File: src/rtl/gnr_pkg.sv
// Shared definitions for the GRN-simulator node array: default node
// dimensions and the helper functions that size the slow-copy phase counter.
// Build option: NODE_CHG_CNT_EN (enables the s0 change counter in gnr_node_ratio).
package gnr_pkg;

  localparam int GNR_WIDTH_DEF = 1;
  localparam int GNR_RATIO_DEF = 2;
  localparam int GNR_CHG_W_DEF = 16;

  // Ceiling log2 that also works at elaboration time; clog2(1) = 0.
  function automatic int clog2(input int value);
    int r;
    int v;
    r = 0;
    v = value - 1;
    while (v > 0) begin
      r = r + 1;
      v = v >> 1;
    end
    return r;
  endfunction

  // Phase counter width; RATIO=1 still needs one bit so the register exists.
  function automatic int gnr_ph_w(input int ratio);
    int w;
    w = clog2(ratio);
    return (w < 1) ? 1 : w;
  endfunction

endpackage

File: src/rtl/gnr_phase_ctr.sv
// Phase counter for the slow state copy. Counts qualified start_s0 strobes
// and raises fire on the strobe that completes a group of RATIO strobes.
// The phase never exceeds RATIO-1, so the terminal compare is exact.
module gnr_phase_ctr
  import gnr_pkg::*;
#(
  parameter int RATIO = GNR_RATIO_DEF
) (
  input  logic clk,
  input  logic rst,
  input  logic load,
  input  logic adv,
  output logic fire
);

  localparam int PH_W = gnr_ph_w(RATIO);
  localparam logic [PH_W-1:0] PH_LAST = PH_W'(RATIO - 1);

  logic [PH_W-1:0] r_ph;

  assign fire = adv & (r_ph == PH_LAST);

  // Reset clears the phase; a node reload presets it so the very next strobe commits.
  always_ff @(posedge clk) begin
    if (rst) begin
      r_ph <= '0;
    end else if (load) begin
      r_ph <= PH_LAST;
    end else if (adv) begin
      if (r_ph == PH_LAST) begin
        r_ph <= '0;
      end else begin
        r_ph <= r_ph + PH_W'(1);
      end
    end
  end

endmodule

File: src/rtl/gnr_node_ratio.sv
// GRN-simulator node holding a WIDTH-bit state in a slow copy (s0, committed
// once every RATIO start_s0 strobes) and a fast copy (s1, committed on every
// start_s1 strobe). Both copies fan back into the network on node_s0/node_s1.
// Build option: NODE_CHG_CNT_EN adds a saturating count of s0 value changes;
// without it chg_cnt is tied low and no counter flops exist.
module gnr_node_ratio
  import gnr_pkg::*;
#(
  parameter int WIDTH = GNR_WIDTH_DEF,
  parameter int RATIO = GNR_RATIO_DEF,
  parameter int CHG_W = GNR_CHG_W_DEF
) (
  input  logic             clk,
  input  logic             rst,
  input  logic             start,
  input  logic             reset_nos,
  input  logic             start_s0,
  input  logic             start_s1,
  input  logic [WIDTH-1:0] init_state,
  input  logic [WIDTH-1:0] next_s0,
  input  logic [WIDTH-1:0] next_s1,
  output logic [WIDTH-1:0] s0,
  output logic [WIDTH-1:0] s1,
  output logic [WIDTH-1:0] node_s0,
  output logic [WIDTH-1:0] node_s1,
  output logic             s0_upd,
  output logic             match,
  output logic [CHG_W-1:0] chg_cnt
);

  logic [WIDTH-1:0] r_s0;
  logic [WIDTH-1:0] r_s1;
  logic             r_s0_upd;
  logic             w_adv;
  logic             w_fire;
  logic             w_upd_s1;

  // A reload in the same cycle wins, so the strobe must not advance the phase.
  assign w_adv    = start & start_s0 & ~reset_nos;
  assign w_upd_s1 = start & start_s1;

  gnr_phase_ctr #(
    .RATIO(RATIO)
  ) u_phase (
    .clk (clk),
    .rst (rst),
    .load(reset_nos),
    .adv (w_adv),
    .fire(w_fire)
  );

  // State copies: reset, reload from init_state, or independent strobe commits.
  always_ff @(posedge clk) begin
    if (rst) begin
      r_s0     <= '0;
      r_s1     <= '0;
      r_s0_upd <= 1'b0;
    end else if (reset_nos) begin
      r_s0     <= init_state;
      r_s1     <= init_state;
      r_s0_upd <= 1'b0;
    end else begin
      if (w_fire) begin
        r_s0 <= next_s0;
      end
      if (w_upd_s1) begin
        r_s1 <= next_s1;
      end
      r_s0_upd <= w_fire;
    end
  end

`ifdef NODE_CHG_CNT_EN
  logic [CHG_W-1:0] r_chg_cnt;

  // Count slow-copy commits that actually change the value, holding at all-ones.
  always_ff @(posedge clk) begin
    if (rst || reset_nos) begin
      r_chg_cnt <= '0;
    end else if (w_fire && (next_s0 != r_s0) && (r_chg_cnt != {CHG_W{1'b1}})) begin
      r_chg_cnt <= r_chg_cnt + CHG_W'(1);
    end
  end

  assign chg_cnt = r_chg_cnt;
`else
  assign chg_cnt = '0;
`endif

  assign s0      = r_s0;
  assign s1      = r_s1;
  assign node_s0 = r_s0;
  assign node_s1 = r_s1;
  assign s0_upd  = r_s0_upd;
  assign match   = (r_s0 == r_s1);

endmodule

File: config.mk
export PLATFORM = sky130hd
export DESIGN_NAME = gnr_node_ratio
export DESIGN_NICKNAME = d
export VERILOG_FILES = /design/src/rtl/gnr_pkg.sv /design/src/rtl/gnr_phase_ctr.sv /design/src/rtl/gnr_node_ratio.sv
export SDC_FILE = /design/constraint.sdc
export NUM_CORES = 1
export LEC_CHECK = 0
export ABC_AREA = 1
export BUFFER_PORTS_ARGS = -buffer_cell sky130_fd_sc_hd__buf_2
export CAP_MARGIN = 20
export CORE_AREA = 2 2 39 41
export DETAILED_ROUTE_END_ITERATION = 6
export DIE_AREA = 0 0 41 43
export GPL_TIMING_DRIVEN = 0
export SLEW_MARGIN = 25
export SYNTH_ARGS = -nofsm -noshare
export SYNTH_HDL_FRONTEND = slang
export SYNTH_HIERARCHICAL = 1
export SYNTH_SLANG_ARGS = --single-unit
File: constraint.sdc
create_clock -name clk -period 0.9 [get_ports clk]
set_input_delay 0.045 -clock clk [delete_from_list [all_inputs] [get_ports clk]]
set_output_delay 0.045 -clock clk [all_outputs]
set_load 0.005 [all_outputs]
==> metrics.csv <==
metric,value,unit
outcome,"finished, final reports clean",
fin_crit_sh,95.2,%
clkTransAtPathRegs,0.04,ns
synth.ff_latch_count,4,
tns,0,ns
gp_congestion,0.696,
ant_nets,0,
via_count,333,
nets,97,
switching_power,0.144,mW
grt_overflow,0,
yosysWarnings,6,
synth_top_area_cell,buf_4,
synth_top_area_share,38.7,%
cts_tree,done,
die_w,41,µm
hold_class,input pin to flip-flop,
grt_antenna_before_repair,0,
max_cap_viol_count,0,
critPathKind,flip-flop to primary output,
clockBufferDepth,2,
grt_usage,7.54,%
coreArea,1380,µm²
ir_worst_vdd,0.000751,V
post-dp-hpwl,520,µm
synth_area_per_cell,6.59,µm²
required,0.85,ns
ys_seq_area_share,22.9,%
grt_start_max_net_pins,7,
crit_fanout,4,
power.leakage,0.347,nW
cts-root-buf,clkbuf_4,
routedWlPerCell,5.61,µm
first_global_vias,248,
num_rows,14,
die-area,1760,µm²
io_buffers,14,
synth_area,349,µm²
cp-end-kind,primary output,
drive_above_1_share,47.7,%
route.detailed.drc,0,
fin_hold_ws,0.105,ns
setup.worst_path.start_class,flip-flop,
power_density,1090,nW/µm²
final_cell_mix,"buf_4, conb_1, buf_2",
antenna_cells,0,
timing.final.setup_violations,0,
yosysUniqueCellTypes,12,
viasPerCell,3.26,
finalHoldViolCount,0,
die_h,43,µm
clockPowerShare,37.4,%
syn_to_final_growth,52.3,%
switching_share,24.7,%
grt_pass1_wl,869,µm
finClkSkew,0.000540,ns
syn-instance-count,53,
worstHoldStart,reset_nos,
drt-initial-drc-count,1,
p_comb_share,28.3,%
synth_area_leaders,"buf_4, dfxtp_1, nand2_1",
io_pins,31,
routed_wl,572,µm
reg2reg_from,u_phase/r_ph$_SDFFE_PP0P_,
ctsHtreeMaxLevel,1,
cts_buffers,3,
final_max_slew_viol_count,0,
final_common_cell,buf_4,
rsz0062_at_grt,yes,
initial_core_util,25.2,%
post-route-min-period,0.857,ns
clk_latency,0.23,ns
clock.fmax,1.17,GHz
p_seq_share,34.3,%
cp-startpoint,node_s0$_SDFFE_PP0P_,
intPower,0.437,mW
cts.sinks,4,
cp_data_arrival_time,0.81,ns
dr.pass1.iters,2,
-- sequential cells by signal, indices dropped and copies added, names as in the netlist --
name / cells
node_s0: 1
node_s1: 1
s0_upd: 1
u_phase/r_ph: 1
-- worst max-delay path, stage by stage, from the launching register on --
cell,delay [ns]
dfxtp_2,0.35
xnor2_1,0.11
buf_2,0.12
-- metrics by stage --
step	util (%)	power (mW)	setup slack, ns	cells	cell area (µm²)
global route	38.4	0.637	-0.0358	102	532
CTS	38.3	0.594	0.0265	102	531
floorplan	-	0.314	0.144	68	405
detailed placement	35.8	0.360	0.0435	98	495
global placement	35.8	0.358	0.0623	98	495
finish	38.4	0.581	0.0433	102	532
-- what timing repair did --
item                                   CTS  global route
hold buffers                             1             0
cloned                                   0             0
pin swaps                                0             1
setup buffers                            0             0
resized for setup                        2             2
endpoints found under the hold margin    1             0
setup endpoints to repair                1             2
-- layer usage --
metal  GRT usage, %  part of all wire, %  up-vias  wire length (µm)
met5              0                    0        -                 0
met4              0                    0        0                 0
met3           7.85                  9.6        0                55
met2           12.2                   52       12               295
met1           6.77                   39      131               221
li1               -                    -      190                 -
-- cells by family (layout without fill, tap and decap cells) --
group           Yosys count  after routing  synth area share [%]
buf+inv                  25             43                  46.2
simple gates             20             20                  23.3
xor+xnor                  1              1                  2.51
compound gates            2              2                  3.94
other cells               1             16                  1.07
flops                     4              4                  22.9
-- path summary, 6_finish.rpt --
check	to	slack, ns	depth (start not counted)
max	match	0.04	2
min	u_phase/r_ph$_SDFFE_PP0P_	0.10	3
max reg2reg	node_s0$_SDFFE_PP0P_	0.11	7
min reg2reg	u_phase/r_ph$_SDFFE_PP0P_	0.54	4
-- layout make-up --
type                       instances  area, µm²
fill                             158        852
tap                               16       20.0
multi-input combinational         39        164
inverter                           7       26.3
clock buffer                       3       22.5
timing repair buffer              15       80.1
buffer                            18        135
sequential                         4       83.8
-- Yosys cell counts, drive strengths merged --
cell    number
conb         1
a21oi        2
buf         18
dfxtp        4
nor2         5
nand3        2
xnor2        1
nand2       12
inv          7
nand3b       1
-- power groups by stage --
stage / Sequential, mW / Combinational [mW] / Clock, mW
floorplan: 0.199 / 0.115 / 0
global placement: 0.199 / 0.159 / 0
detailed placement: 0.200 / 0.160 / 0
CTS: 0.198 / 0.164 / 0.231
global route: 0.201 / 0.189 / 0.247
finish: 0.199 / 0.165 / 0.217
Power figures use the tool's default switching activity.
